<file path="src/rtl/tri2d_arith_pkg.sv">
// Shared constants and arithmetic helpers for the tri2d multiply/accumulate datapath.
package tri2d_arith_pkg;

  localparam int unsigned DEF_A_WIDTH   = 12;
  localparam int unsigned DEF_B_WIDTH   = 5;
  localparam int unsigned DEF_ACC_WIDTH = 24;
  localparam int unsigned NUM_STAGE_MIN = 3;
  localparam int unsigned NUM_STAGE_MAX = 8;
  localparam int unsigned EXT_MAX       = 64;

  typedef struct packed {
    logic vld;
    logic mode;
    logic first;
  } sband_t;

  // Extends the low 'width' bits of value to EXT_MAX bits, sign or zero per signed_flag.
  function automatic logic [EXT_MAX-1:0] ext_to_acc(input logic [EXT_MAX-1:0] value,
                                                    input int unsigned width,
                                                    input logic signed_flag);
    logic [EXT_MAX-1:0] hi_mask;
    logic [5:0]         msb;
    hi_mask = ~((64'd1 << width) - 64'd1);
    msb     = 6'(width - 1);
    if (signed_flag && value[msb]) return value | hi_mask;
    return value & ~hi_mask;
  endfunction

  // Overflow from the sign bits of both addends and the sum.
  function automatic logic add_ovf(input logic a_msb, input logic b_msb,
                                   input logic sum_msb, input logic signed_flag);
    if (signed_flag) return (a_msb == b_msb) && (sum_msb != a_msb);
    return (a_msb & b_msb) | ((a_msb | b_msb) & ~sum_msb);
  endfunction

endpackage

</file>
<file path="src/rtl/tri2d_pipe_delay.sv">
// ce-gated, synchronously cleared shift register; DEPTH=0 degenerates to a wire.
module tri2d_pipe_delay #(
  parameter int unsigned WIDTH = 1,
  parameter int unsigned DEPTH = 1
) (
  input  logic             clk,
  input  logic             reset,
  input  logic             ce,
  input  logic [WIDTH-1:0] d,
  output logic [WIDTH-1:0] q
);

  if (DEPTH == 0) begin : g_wire
    logic unused_ctl;
    assign unused_ctl = ^{clk, reset, ce};
    assign q = d;
  end else begin : g_sr
    logic [DEPTH-1:0][WIDTH-1:0] sr_q;

    always_ff @(posedge clk) begin
      if (!reset) begin
        sr_q <= '0;
      end else if (ce) begin
        sr_q[0] <= d;
        for (int i = 1; i < int'(DEPTH); i++) sr_q[i] <= sr_q[i-1];
      end
    end

    assign q = sr_q[DEPTH-1];
  end

endmodule

</file>
<file path="src/rtl/tri2d_mul_acc_pipe.sv">
// Pipelined signed/unsigned multiplier with optional accumulate and sticky overflow.
module tri2d_mul_acc_pipe
  import tri2d_arith_pkg::*;
#(
  parameter int unsigned A_WIDTH   = DEF_A_WIDTH,
  parameter int unsigned B_WIDTH   = DEF_B_WIDTH,
  parameter int unsigned A_SIGNED  = 0,
  parameter int unsigned B_SIGNED  = 0,
  parameter int unsigned NUM_STAGE = 4,
  parameter int unsigned ACC_WIDTH = DEF_ACC_WIDTH
) (
  input  logic                 clk,
  input  logic                 reset,
  input  logic                 ce,
  input  logic                 in_valid,
  input  logic                 acc_mode,
  input  logic                 acc_first,
  input  logic [A_WIDTH-1:0]   din0,
  input  logic [B_WIDTH-1:0]   din1,
  output logic                 out_valid,
  output logic [ACC_WIDTH-1:0] dout,
  output logic                 ovf
);

  localparam int unsigned P_W        = A_WIDTH + B_WIDTH;
  localparam int unsigned SB_W       = P_W + $bits(sband_t);
  localparam int unsigned DLY        = NUM_STAGE - 3;
  localparam logic        ANY_SIGNED = (A_SIGNED != 0) || (B_SIGNED != 0);

  if (NUM_STAGE < NUM_STAGE_MIN || NUM_STAGE > NUM_STAGE_MAX || ACC_WIDTH < P_W
      || ACC_WIDTH > EXT_MAX) begin : g_bad_cfg
    $error("tri2d_mul_acc_pipe: illegal NUM_STAGE/ACC_WIDTH");
  end

  // Stage 1: operand and sideband capture
  logic [A_WIDTH-1:0] a_q;
  logic [B_WIDTH-1:0] b_q;
  sband_t             s1_q;

  // Stage 2: product
  logic [EXT_MAX-1:0] a_ext64, b_ext64;
  logic [P_W-1:0]     a_ext, b_ext, prod_d, prod_q;
  sband_t             s2_q;

  assign a_ext64 = ext_to_acc(64'(a_q), A_WIDTH, A_SIGNED != 0);
  assign b_ext64 = ext_to_acc(64'(b_q), B_WIDTH, B_SIGNED != 0);
  assign a_ext   = a_ext64[P_W-1:0];
  assign b_ext   = b_ext64[P_W-1:0];
  // Both operands extended to P_W, so the truncated product is exact for any signedness mix.
  assign prod_d  = a_ext * b_ext;

  always_ff @(posedge clk) begin
    if (!reset) begin
      a_q    <= '0;
      b_q    <= '0;
      s1_q   <= '0;
      prod_q <= '0;
      s2_q   <= '0;
    end else if (ce) begin
      a_q    <= din0;
      b_q    <= din1;
      s1_q   <= '{vld: in_valid, mode: acc_mode, first: acc_first};
      prod_q <= prod_d;
      s2_q   <= s1_q;
    end
  end

  // Stages 3..NUM_STAGE-1: pure delay
  logic [SB_W-1:0] dly_d, dly_q;
  logic [P_W-1:0]  prod_f;
  sband_t          sb_f;

  assign dly_d = {s2_q, prod_q};

  tri2d_pipe_delay #(
    .WIDTH(SB_W),
    .DEPTH(DLY)
  ) u_dly (
    .clk  (clk),
    .reset(reset),
    .ce   (ce),
    .d    (dly_d),
    .q    (dly_q)
  );

  assign {sb_f, prod_f} = dly_q;

  // Final stage: output / accumulate register
  logic [EXT_MAX-1:0]   prod_ext64;
  logic [ACC_WIDTH-1:0] prod_acc, sum;
  logic [ACC_WIDTH-1:0] acc_q, acc_d, dout_q, dout_d;
  logic                 ovf_q, ovf_d, out_valid_q, out_valid_d;
  logic                 unused_ext;

  assign prod_ext64 = ext_to_acc(64'(prod_f), P_W, ANY_SIGNED);
  assign prod_acc   = prod_ext64[ACC_WIDTH-1:0];
  assign sum        = acc_q + prod_acc;
  assign unused_ext = ^{a_ext64, b_ext64, prod_ext64};

  always_comb begin
    acc_d       = acc_q;
    dout_d      = dout_q;
    ovf_d       = ovf_q;
    out_valid_d = sb_f.vld;
    if (sb_f.vld) begin
      if (!sb_f.mode) begin
        dout_d = prod_acc;
      end else if (sb_f.first) begin
        acc_d  = prod_acc;
        ovf_d  = 1'b0;
        dout_d = prod_acc;
      end else begin
        acc_d  = sum;
        dout_d = sum;
        ovf_d  = ovf_q | add_ovf(acc_q[ACC_WIDTH-1], prod_acc[ACC_WIDTH-1],
                                 sum[ACC_WIDTH-1], ANY_SIGNED);
      end
    end
  end

  always_ff @(posedge clk) begin
    if (!reset) begin
      acc_q       <= '0;
      dout_q      <= '0;
      ovf_q       <= 1'b0;
      out_valid_q <= 1'b0;
    end else if (ce) begin
      acc_q       <= acc_d;
      dout_q      <= dout_d;
      ovf_q       <= ovf_d;
      out_valid_q <= out_valid_d;
    end
  end

  assign out_valid = out_valid_q;
  assign dout      = dout_q;
  assign ovf       = ovf_q;

endmodule

</file>
<file path="config.mk">
export PLATFORM = sky130hd
export DESIGN_NAME = tri2d_mul_acc_pipe
export DESIGN_NICKNAME = d
export VERILOG_FILES = /design/src/rtl/tri2d_arith_pkg.sv /design/src/rtl/tri2d_pipe_delay.sv /design/src/rtl/tri2d_mul_acc_pipe.sv
export SDC_FILE = /design/constraint.sdc
export NUM_CORES = 1
export LEC_CHECK = 0
export BUFFER_PORTS_ARGS = -buffer_cell sky130_fd_sc_hd__buf_2
export CORE_UTILIZATION = 55
export CTS_CLUSTER_DIAMETER = 80
export CTS_CLUSTER_SIZE = 12
export DETAILED_ROUTE_END_ITERATION = 8
export HOLD_SLACK_MARGIN = 0.15
export PLACE_DENSITY_LB_ADDON = 0.15
export SYNTH_ARGS = -nofsm -noshare
export SYNTH_HDL_FRONTEND = slang
export SYNTH_SLANG_ARGS = --single-unit
export TNS_END_PERCENT = 5
</file>
<file path="constraint.sdc">
create_clock -name clk -period 7.2 [get_ports clk]
set_input_delay 0.36 -clock clk [delete_from_list [all_inputs] [get_ports clk]]
set_output_delay 0.36 -clock clk [all_outputs]
set_load 0.005 [all_outputs]
</file>
# ---- Word-level counts from Yosys, hierarchy flattened
# Cells that the tools add are included.
dict set report word_totals {
  out_inout_bits 26
  mem_bits_rw 0
  latch_bits 0
  n_memories 0
  reg_bits 110
  word_cells 24
  mem_bits_ro 0
}
dict set report classes {
  n_div 0
  mul 1
  n_addsub 1
  n_eq_ne 0
  n_lt_le_gt_ge 0
  mux 3
  n_reduce_logical 2
  shifts 0
  bitwise_logic 3
}
# operator count
set ops {}
lappend ops {{two-way mux 24 bit} 2}
lappend ops {{adder 24 x 17 -> 24 bit} 1}
lappend ops {{multiplier 12 x 5 -> 17 bit} 1}
lappend ops {{AND reduction 3 bit} 1}
lappend ops {{AND reduction 2 bit} 1}
lappend ops {{bitwise AND 1 bit} 1}
lappend ops {{two-way mux 1 bit} 1}
lappend ops {{inverter 1 bit} 1}
lappend ops {{OR 1 bit} 1}

# ---- Logic depth before layout (Yosys ltp)
# Gate-level depths: netlist (run 1).
dict set report logic_depth {
  word_depth 5
  mapped_depth 16
  ltp_nobuf 15
}

# ---- Modules after synthesis
# From an unflattened synthesis (run 1), not the netlist that was laid out.
dict set report hier_totals {
  hier_cells 807
  area_unflattened_um2 7040.5
}
# module seq_area_each_um2 instances area_each_um2 cells_per_inst
set modules_own_cells {}
lappend modules_own_cells {tri2d_mul_acc_pipe 1801.7 1 6284.8 743}
lappend modules_own_cells {tri2d_pipe_delay 400.4 1 755.7 64}

# ---- Least setup slack after synthesis (run 1)
# Ideal clock, no wire load.
dict set report synth_path {
  path_type {flip-flop to flip-flop}
  from {register b_q[4]}
  to {register prod_q[16]}
  arrival_time_ns 3.886
  path_stages_with_launch 15
  setup_slack_ns 3.174
  setup_ns 0.140
  n_path_buf 1
  synth_period_minus_slack_ns 4.026
  path_cell_list {dfxtp_1 clkbuf_1 nand2_1 fa_1 fa_1 fa_1 inv_1 ha_1 a211oi_1 o21ai_1 a311o_1 a31oi_1 a21oi_1 xnor2_1 o22ai_1}
}
dict set report synth_between {
  elab_chain_cells 1
}
# element line
set synth_rtl {}
lappend synth_rtl {{from (decl)} tri2d_mul_acc_pipe.sv:37} ;# logic [B_WIDTH-1:0] b_q;
lappend synth_rtl {{from (signal assigned)} tri2d_mul_acc_pipe.sv:61} ;# b_q <= din1;
lappend synth_rtl {{multiplier 12 x 5 -> 17 bit} tri2d_mul_acc_pipe.sv:50} ;# assign prod_d = a_ext * b_ext;
lappend synth_rtl {{to (signal assigned)} tri2d_mul_acc_pipe.sv:63} ;# prod_q <= prod_d;
lappend synth_rtl {{to (decl)} tri2d_mul_acc_pipe.sv:42} ;# logic [P_W-1:0] a_ext, b_ext, prod_d, prod_q;
# Every way passes these cells.
# A chain may end at the register's enable or synchronous reset.

# ---- Worst setup path after layout (run 1)
# Ends and elaborated chain as after synthesis.

==> results of run 1 <==
==> worst max-delay path, delay by kind of cell, from the launching register on <==
family / cells / cell delay [ns]
buf+inv: 1 / 0.04
flops: 1 / 0.56
fa+ha+maj: 4 / 1.97
compound gates: 6 / 1.38
simple gates: 1 / 0.14
xor+xnor: 1 / 0.17
==> kinds of logic after synthesis <==
| kind of cell | synth area share (%) |
|---|---|
| flip-flops | 31.9 |
| AO/OA/AOI/OAI | 16.3 |
| multiplexers | 8.55 |
| XOR/XNOR | 3.68 |
| AND/OR/NAND/NOR | 18.4 |
| buffers and inverters | 4.42 |
| adder cells (fa/ha/maj) | 16.8 |
==> power breakdown <==
| group | leakage, µW | internal [µW] | switching [µW] |
|---|---|---|---|
| combinational | 0.00244 | 42.4 | 55.9 |
| clock | 0.000149 | 290 | 225 |
| sequential | 0.000891 | 621 | 17.2 |
| total | 0.00348 | 954 | 298 |
==> stage by stage <==
step                util (%)  hold WS (ns)
floorplan                  -         0.434
global placement        59.7         0.426
detailed placement      59.7         0.433
CTS                     62.3         0.224
global route            62.3         0.247
finish                  62.3         0.232
==> worst paths after layout <==
path	slack [ns]	endpoint	startpoint
min reg2reg	0.44	dout[20]$_SDFFE_PN0P_	dout[20]$_SDFFE_PN0P_
max	2.77	prod_q[16]$_SDFFE_PN0P_	b_q[4]$_SDFFE_PN0P_
min	0.23	a_q[8]$_SDFFE_PN0P_	din0[8]
max reg2reg	2.77	prod_q[16]$_SDFFE_PN0P_	b_q[4]$_SDFFE_PN0P_
==> final cells by class <==
type,count,area [µm²],share of cell area [%]
clock buffer,12,256,3.40
clock inverter,4,55.1,0.730
inverter,36,135,1.79
multi-input combinational,618,4400,58.4
sequential,110,2200,29.2
tap,168,210,2.79
timing repair buffer,53,280,3.72
==> placed cells by master (no fill, tap or decap), drive strengths merged, types with 17 or more instances in the layout <==
cell type / instances
dfxtp: 110
nor2: 100
nand2: 88
mux2i: 59
buf: 53
a21oi: 51
ha: 43
o21ai: 42
inv: 36
and2: 35
fa: 31
xnor2: 17
==> routing by layer <==
layer | vias to the layer above | global-route usage, % | part of all wire (%)
met2 | 95 | 45.4 | 52
met5 | - | 0 | 0
met1 | 2682 | 29.3 | 43
met4 | 0 | 6.67 | 1.4
met3 | 14 | 5.51 | 3.9
li1 | 2824 | - | -
==> state kept, by name (all words and copies together) (netlist names) <==
| signal | flops |
|---|---|
| acc_q | 24 |
| dout | 24 |
| u_dly.q | 20 |
| prod_q | 17 |
| a_q | 12 |
| b_q | 5 |
| dly_d | 3 |
| s1_q | 3 |
| out_valid | 1 |
| ovf | 1 |
==> cells in the mapped netlist (12+ instances only) <==
cell type / count
a21o_1: 12
mux2i_1: 59
and2_1: 34
inv_1: 36
nor2_1: 99
nand3_1: 14
xor2_1: 12
o21ai_0: 30
clkbuf_1: 38
ha_1: 43
dfxtp_1: 110
nand2_1: 88
xnor2_1: 17
a21oi_1: 50
fa_1: 31
==> flow_metrics.py, run 1 <==
metrics = {
    "critical_path": {
        "endpoint_kind": "flop",
        "worst_setup_path_start_kind": "flop",
        "cp_slowest_cell": "dfxtp_1",
        "path_cells": "nand2_1 > fa_1 > fa_1 > fa_1 > inv_1 > ha_1 > a211oi_1 > o21ai_1 > a311o_1 > a31oi_1 > a21oi_1 > xnor2_1 > o22ai_1",
        "cp.required_ns": 7.40,
        "worstPathMaxFanout": 13,
        "cpPeakStageDelay_ns": 0.56,
        "worstSetupPathType": "flop to flop",
        "worst_r2r_path_depth": 13,
        "worstPathArrival_ns": 4.63,
        "crit_top_cell": "fa_1",
    },
    "synthesis": {
        "syn_area_um2": 6910,
        "synthTopCellsByArea": "dfxtp_1 32%, fa_1 9.0%, mux2i_1 8.5%",
        "yosysTopAreaCellShare_pct": 31.9,
        "ys_types": 57,
        "async_reset_ff_share_pct": 0,
        "syn_nets": 905,
        "syn_inst": 808,
        "yosysTopAreaCell": "dfxtp_1",
        "seq_area_frac_synth_pct": 31.9,
        "ys.flop_type": "dfxtp_1",
        "ys_seq_elements": 110,
        "yosysWarnings": 0,
        "syn-mean-instance-area_um2": 8.55,
        "synth_edf_count": 0,
    },
    "cts": {
        "cts-root-buf": "clkbuf_16",
        "clk_latency_ns": 0.36,
        "cts_setup_buffers": 0,
        "cts_tree": "built",
        "clk_pin_slew_worst_paths_ns": 0.07,
        "hold_buffers": 0,
        "cts_buffer_depth": 2,
        "h-tree-depth": 3,
        "cts.sinks": 110,
        "cts-resized-gates": 0,
        "numCtsBuffers": 9,
    },
    "die": {
        "die_y_um": 114,
        "dieArea_um2": 13000,
        "die_width_um": 114,
        "start_util_pct": 57.0,
        "num_rows": 40,
        "io_pins": 49,
        "coreArea_um2": 12100,
    },
    "drt": {
        "drtIter0Drc": 336,
        "routed_wl_um": 15200,
        "vias_per_cell": 5.61,
        "drt_first_pass_iters": 4,
        "avgRoutedWirePerCell_um": 15.2,
        "vias": 5615,
        "drc": 0,
        "antenna_left": 0,
    },
    "placed_design": {
        "placed_cells": 985,
        "postPlaceCellArea_um2": 7230,
        "place.gp.congestion": 0.868,
        "dpl_worst_slack_ns": 2.81,
        "hpwl_um": 11100,
        "port_buffers": 48,
    },
    "sta": {
        "slew_headroom_pct": 32.7,
        "clock.fmax_mhz": 226,
        "tns_ns": 0,
        "post-route-min-period_ns": 4.43,
        "drv_slew": 0,
        "fin_ws_ns": 2.77,
        "min_period_over_period_pct": 61.6,
        "rsz0062_at_grt": "false",
        "hold_viol": 0,
        "worst_pin_slew_ns": 1.01,
        "setup_viol": 0,
        "fin_skew_ns": 0.00767,
    },
    "pwr": {
        "p_per_area_nw_per_um2": 166,
        "ir_worst_vdd_mv": 0.117,
        "p_leak_uw": 0.00348,
        "total_power_uw": 1250,
    },
    "grt": {
        "grt.total_usage_pct": 24.9,
        "first_global_vias": 5488,
        "grt_pass1_wl_um": 25600,
        "overflow": 0,
        "grt_max_degree": 68,
        "antenna_found_initial": 0,
    },
    "layout": {
        "area_growth_syn_to_layout_pct": 9.15,
        "nets": 925,
        "fillers": 1091,
        "antennaDiodeCount": 0,
        "design_area_um2": 7540,
        "layout.cells.non_filler": 1001,
        "drive_gt1_share_pct": 9.12,
    },
    "run": {
        "max_cap_viol_count": 0,
    },
    "run_status": {
        "status": "finished, final reports clean",
    },
    "min_path": {
        "worstHoldPathType": "input pin to flop",
        "hold_path_depth": 3,
    },
}
Note: power is estimated with default switching activity, not from simulation.
==> inputs of run 2 (changes only) <==
Clock period 7.2 ns to 4.62 ns, I/O delays scaled along.
==> run 2 against run 1 <==
  * Final cell count rose by 2.3%
  * Clock skew barely moved
  * Worst setup slack worse by 2.4 ns
  * Core utilization is 1.7 points higher
  * Via count grew 1.5%
  * Die area unchanged
  * Largest power group unchanged
  * Sequential power up 56%
  * Combinational power grew 72%
==> flow_metrics.py, run 2 (synthesized netlist as in run 1, its figures left out) <==
metrics = {
    "pwr": {
        "ir_worst_vdd_mv": 0.151,
        "total_power_uw": 1930,
        "p_leak_uw": 0.00358,
        "p_per_area_nw_per_um2": 249,
    },
    "min_path": {
        "worstHoldPathType": "input pin to flop",
    },
    "layout": {
        "finish.utilization_pct": 64.0,
        "layout_common_cells": "109 x dfxtp_1, 99 x nor2_1, 88 x nand2_1",
        "fillers": 1081,
        "area_growth_syn_to_layout_pct": 12.1,
        "final_common_cell": "dfxtp_1",
        "design_area_um2": 7750,
        "drive_gt1_share_pct": 9.46,
        "antennaDiodeCount": 0,
        "nets": 948,
    },
    "drt": {
        "routed_wl_um": 15300,
        "avgRoutedWirePerCell_um": 14.9,
        "drc": 0,
        "antenna_left": 0,
        "vias": 5699,
        "drt_first_pass_iters": 4,
        "drtIter0Drc": 342,
        "vias_per_cell": 5.57,
    },
    "grt": {
        "grt.total_usage_pct": 24.9,
        "grt_pass1_wl_um": 25700,
        "first_global_vias": 5581,
        "antenna_found_initial": 0,
        "grt_max_degree": 57,
        "overflow": 0,
    },
    "cts": {
        "cts_tree": "built",
        "clk_pin_slew_worst_paths_ns": 0.07,
        "numCtsBuffers": 9,
        "cts-root-buf": "clkbuf_16",
        "cts_setup_buffers": 0,
        "h-tree-depth": 3,
        "clk_latency_ns": 0.36,
        "cts_buffer_depth": 2,
        "cts.sinks": 110,
    },
    "sta": {
        "rsz0062_at_grt": "false",
        "tns_ns": 0,
        "slew_headroom_pct": 34.9,
        "fin_ws_ns": 0.367,
        "post-route-min-period_ns": 4.25,
        "worst_pin_slew_ns": 0.976,
        "clock.fmax_mhz": 235,
        "drv_slew": 0,
        "setup_viol": 0,
        "min_period_over_period_pct": 92.0,
        "fin_skew_ns": 0.00800,
        "hold_viol": 0,
    },
    "placed_design": {
        "hpwl_um": 11100,
        "postPlaceCellArea_um2": 7250,
        "port_buffers": 48,
        "place.gp.congestion": 0.868,
        "dpl_worst_slack_ns": 0.290,
    },
    "critical_path": {
        "cp.required_ns": 4.83,
        "crit_top_cell": "fa_1",
        "critPathTopFamily": "adder cells",
        "cpPeakStageDelay_ns": 0.54,
        "worst_setup_path_start_kind": "flop",
        "worstPathMaxFanout": 13,
        "worstPathArrival_ns": 4.46,
        "worstSetupPathType": "flop to flop",
        "cp_num_buf_inv": 1,
        "endpoint_kind": "flop",
        "cp_slowest_cell": "fa_1",
        "path_cells": "nand2_1 > fa_1 > fa_1 > fa_1 > inv_1 > ha_1 > a211oi_1 > o21ai_1 > a311o_1 > a31oi_1 > a21oi_1 > xnor2_1 > o22ai_1",
    },
    "die": {
        "dieArea_um2": 13000,
        "coreArea_um2": 12100,
        "num_rows": 40,
        "die_y_um": 114,
        "start_util_pct": 57.0,
        "io_pins": 49,
        "die_width_um": 114,
    },
    "run": {
        "max_cap_viol_count": 0,
    },
    "run_status": {
        "status": "finished, final reports clean",
    },
}
==> run 2: path summary, 6_finish.rpt <==
check / from / cells after the start / end / slack (ns)
setup / recovery: b_q[3]$_SDFFE_PN0P_ / 13 / prod_q[16]$_SDFFE_PN0P_ / 0.37
hold / removal: ce / 3 / u_dly.q[19]$_SDFFE_PN0P_ / 0.27
setup reg to reg: b_q[3]$_SDFFE_PN0P_ / 13 / prod_q[16]$_SDFFE_PN0P_ / 0.37
hold reg to reg: dout[17]$_SDFFE_PN0P_ / 2 / dout[17]$_SDFFE_PN0P_ / 0.44
==> run 2: routing by layer <==
layer	global-route usage [%]	share of wire (%)	routed length, µm
met1	28.9	43	6640
met2	44.1	50	7640
met5	0	0	0
met4	11.1	2.6	396
met3	5.45	3.8	580
==> run 2: through the flow <==
step	hold slack [ns]	std cells
global route	0.278	1024
global placement	0.426	988
floorplan	0.378	808
finish	0.269	1024
detailed placement	0.430	988
CTS	0.259	1024
==> run 2: repair_timing <==
item | in CTS | in global routing
resized for setup | 0 | 1
hold buffers | 20 | 0
hold endpoints to repair | 20 | 0
setup endpoints to repair | 0 | 1
==> run 2: final cells by class <==
cell class | count | area (µm²) | area share, %
Clock buffer | 10 | 239 | 3.09
Tap cell | 168 | 210 | 2.71
Sequential cell | 110 | 2200 | 28.4
Multi-Input combinational cell | 618 | 4400 | 56.8
Timing Repair Buffer | 76 | 503 | 6.49
Clock inverter | 6 | 53.8 | 0.695
Inverter | 36 | 135 | 1.74
==> run 2: where the power goes <==
| group | switching [µW] | total (µW) | internal, µW | leakage [µW] |
|---|---|---|---|---|
| clock | 377 | 768 | 390 | 0.000142 |
| combinational | 91.1 | 169 | 78.2 | 0.00254 |
| sequential | 26.2 | 994 | 968 | 0.000892 |
==> run 2: worst min-delay path, cell delays in order <==
cell and delay [ns]:
buf_4 0.20, mux2i_1 0.10, nor2_1 0.07
==> inputs of run 3 (changes only) <==
Settings changed: REMOVE_ABC_BUFFERS set to 1.
==> run 3 against run 2 <==
  * Worst setup slack got worse by 0.12 ns
  * Combinational power hardly changed
  * Register-to-register slack got worse by 0.12 ns
  * Die area unchanged
  * Hold slack got worse by 0.11 ns
  * Sequential power is essentially flat
  * Cell area stayed put
  * Non-clock buffer count is 2 lower
  * Global-route usage shrank 0.41 points
  * Sequential share of layout area did not move
  * Critical endpoint unchanged
==> flow_metrics.py, run 3 (synthesized netlist as in run 1, its figures left out) <==
metrics = {
    "critical_path": {
        "cp.required_ns": 4.83,
        "worstPathMaxFanout": 13,
        "startpoint": "b_q[2]$_SDFFE_PN0P_",
        "endpoint_kind": "flop",
        "critPathCapture": "prod_q[16]$_SDFFE_PN0P_",
        "worst_r2r_path_depth": 13,
        "worstPathArrival_ns": 4.58,
        "worstSetupPathType": "flop to flop",
        "r2r_start": "b_q[2]$_SDFFE_PN0P_",
        "rrSetupSlack_ns": 0.25,
        "worst_setup_path_start_kind": "flop",
        "rr_endpoint": "prod_q[16]$_SDFFE_PN0P_",
    },
    "sta": {
        "tns_ns": 0,
        "setup_viol": 0,
        "worst_pin_slew_ns": 0.959,
        "post-route-min-period_ns": 4.37,
        "fin_ws_ns": 0.251,
        "clock.fmax_mhz": 229,
        "rsz0062_at_grt": "false",
        "hold_viol": 0,
        "slew_headroom_pct": 36.0,
        "drv_slew": 0,
        "whs_ns": 0.160,
        "min_period_over_period_pct": 94.6,
        "fin_skew_ns": 0.00612,
    },
    "pwr": {
        "total_power_uw": 1980,
        "ir_worst_vdd_mv": 0.173,
        "p_leak_uw": 0.00358,
        "p_per_area_nw_per_um2": 255,
    },
    "die": {
        "coreArea_um2": 12100,
        "die_width_um": 114,
        "num_rows": 40,
        "io_pins": 49,
        "dieArea_um2": 13000,
        "start_util_pct": 57.0,
        "die_y_um": 114,
    },
    "run_status": {
        "status": "finished, final reports clean",
    },
    "layout": {
        "antennaDiodeCount": 0,
        "layout_common_cells": "109 x dfxtp_1, 99 x nor2_1, 88 x nand2_1",
        "drive_gt1_share_pct": 9.37,
        "multi_input_area_um2": 4400,
        "fillers": 1096,
        "final_common_cell": "dfxtp_1",
        "seq_area_um2": 2200,
        "nets": 946,
        "area_growth_syn_to_layout_pct": 12.1,
        "layout.cells.non_filler": 1022,
    },
    "placed_design": {
        "hpwl_um": 11000,
        "dpl_worst_slack_ns": 0.206,
        "place.gp.congestion": 0.850,
        "placed_cells": 987,
        "port_buffers": 48,
    },
    "grt": {
        "grt.total_usage_pct": 24.5,
        "antenna_found_initial": 0,
        "overflow": 0,
        "first_global_vias": 5540,
        "grt_pass1_wl_um": 25400,
        "grt_max_degree": 57,
    },
    "cts": {
        "h-tree-depth": 3,
        "numCtsBuffers": 9,
        "cts_tree": "built",
        "cts_setup_buffers": 0,
        "cts_buffer_depth": 2,
        "clk_pin_slew_worst_paths_ns": 0.08,
        "cts.sinks": 110,
        "cts-root-buf": "clkbuf_16",
        "clk_latency_ns": 0.36,
    },
    "drt": {
        "drc": 0,
        "routed_wl_um": 15000,
        "vias": 5677,
        "drtIter0Drc": 324,
        "antenna_left": 0,
        "vias_per_cell": 5.55,
        "avgRoutedWirePerCell_um": 14.7,
        "drt_first_pass_iters": 4,
    },
    "run": {
        "max_cap_viol_count": 0,
    },
    "min_path": {
        "hold_path_startpoint": "din1[4]",
        "worstHoldPathType": "input pin to flop",
    },
}
## run 3: how the worst min path moves through the flow
stage / to / cells past startpoint
6_report: b_q[4]$_SDFFE_PN0P_ / 3
5_1_grt: b_q[4]$_SDFFE_PN0P_ / 3
4_1_cts: b_q[4]$_SDFFE_PN0P_ / 3
3_5_place_dp: dout[20]$_SDFFE_PN0P_ / 2
3_3_place_gp: dout[17]$_SDFFE_PN0P_ / 2
2_1_floorplan: prod_q[16]$_SDFFE_PN0P_ / 1
## run 3: through the flow
| step | area (µm²) | utilization [%] |
|---|---|---|
| 2_1_floorplan | 6740 | - |
| 3_3_place_gp | 7240 | 59.8 |
| 3_5_place_dp | 7240 | 59.8 |
| 4_1_cts | 7740 | 63.9 |
| 5_1_grt | 7750 | 64.0 |
| 6_report | 7750 | 64.0 |
## run 3: timing repair
action / CTS / global route
hold buffers: 19 / 0
hold endpoints to repair: 19 / 0
setup endpoints to repair: 0 / 1
gates resized for setup: 0 / 1
## run 3: worst max-delay path, cell delays in order, from the launching register on
cell      delay, ns
dfxtp_1        0.54
nand2_1        0.13
fa_1           0.49
fa_1           0.52
fa_1           0.54
inv_1          0.04
ha_1           0.36
a211oi_1       0.38
o21ai_1        0.19
a311o_1        0.38
a31oi_1        0.27
a21oi_1        0.12
xnor2_1        0.16
o22ai_1        0.09
## run 3: layout make-up
class / instances / area share (%)
clock inverters: 7 / 1.10
clock buffers: 9 / 2.91
inverters: 36 / 1.74
flip-flops and latches: 110 / 28.4
well taps: 168 / 2.71
repair buffers: 74 / 6.27
multi-input cells: 618 / 56.8
## run 3: power by group
part	switching (µW)	internal, µW
clock network	383	434
logic	89.7	76.9
registers	25.5	968
total	499	1480
## run 3: routing by layer
metal	track usage [%]	vias to the layer above	part of all wire [%]
met4	7.01	0	1.6
li1	-	2856	-
met5	0	-	0
met3	5.40	15	3.5
met1	28.7	2706	44
met2	44.8	100	51
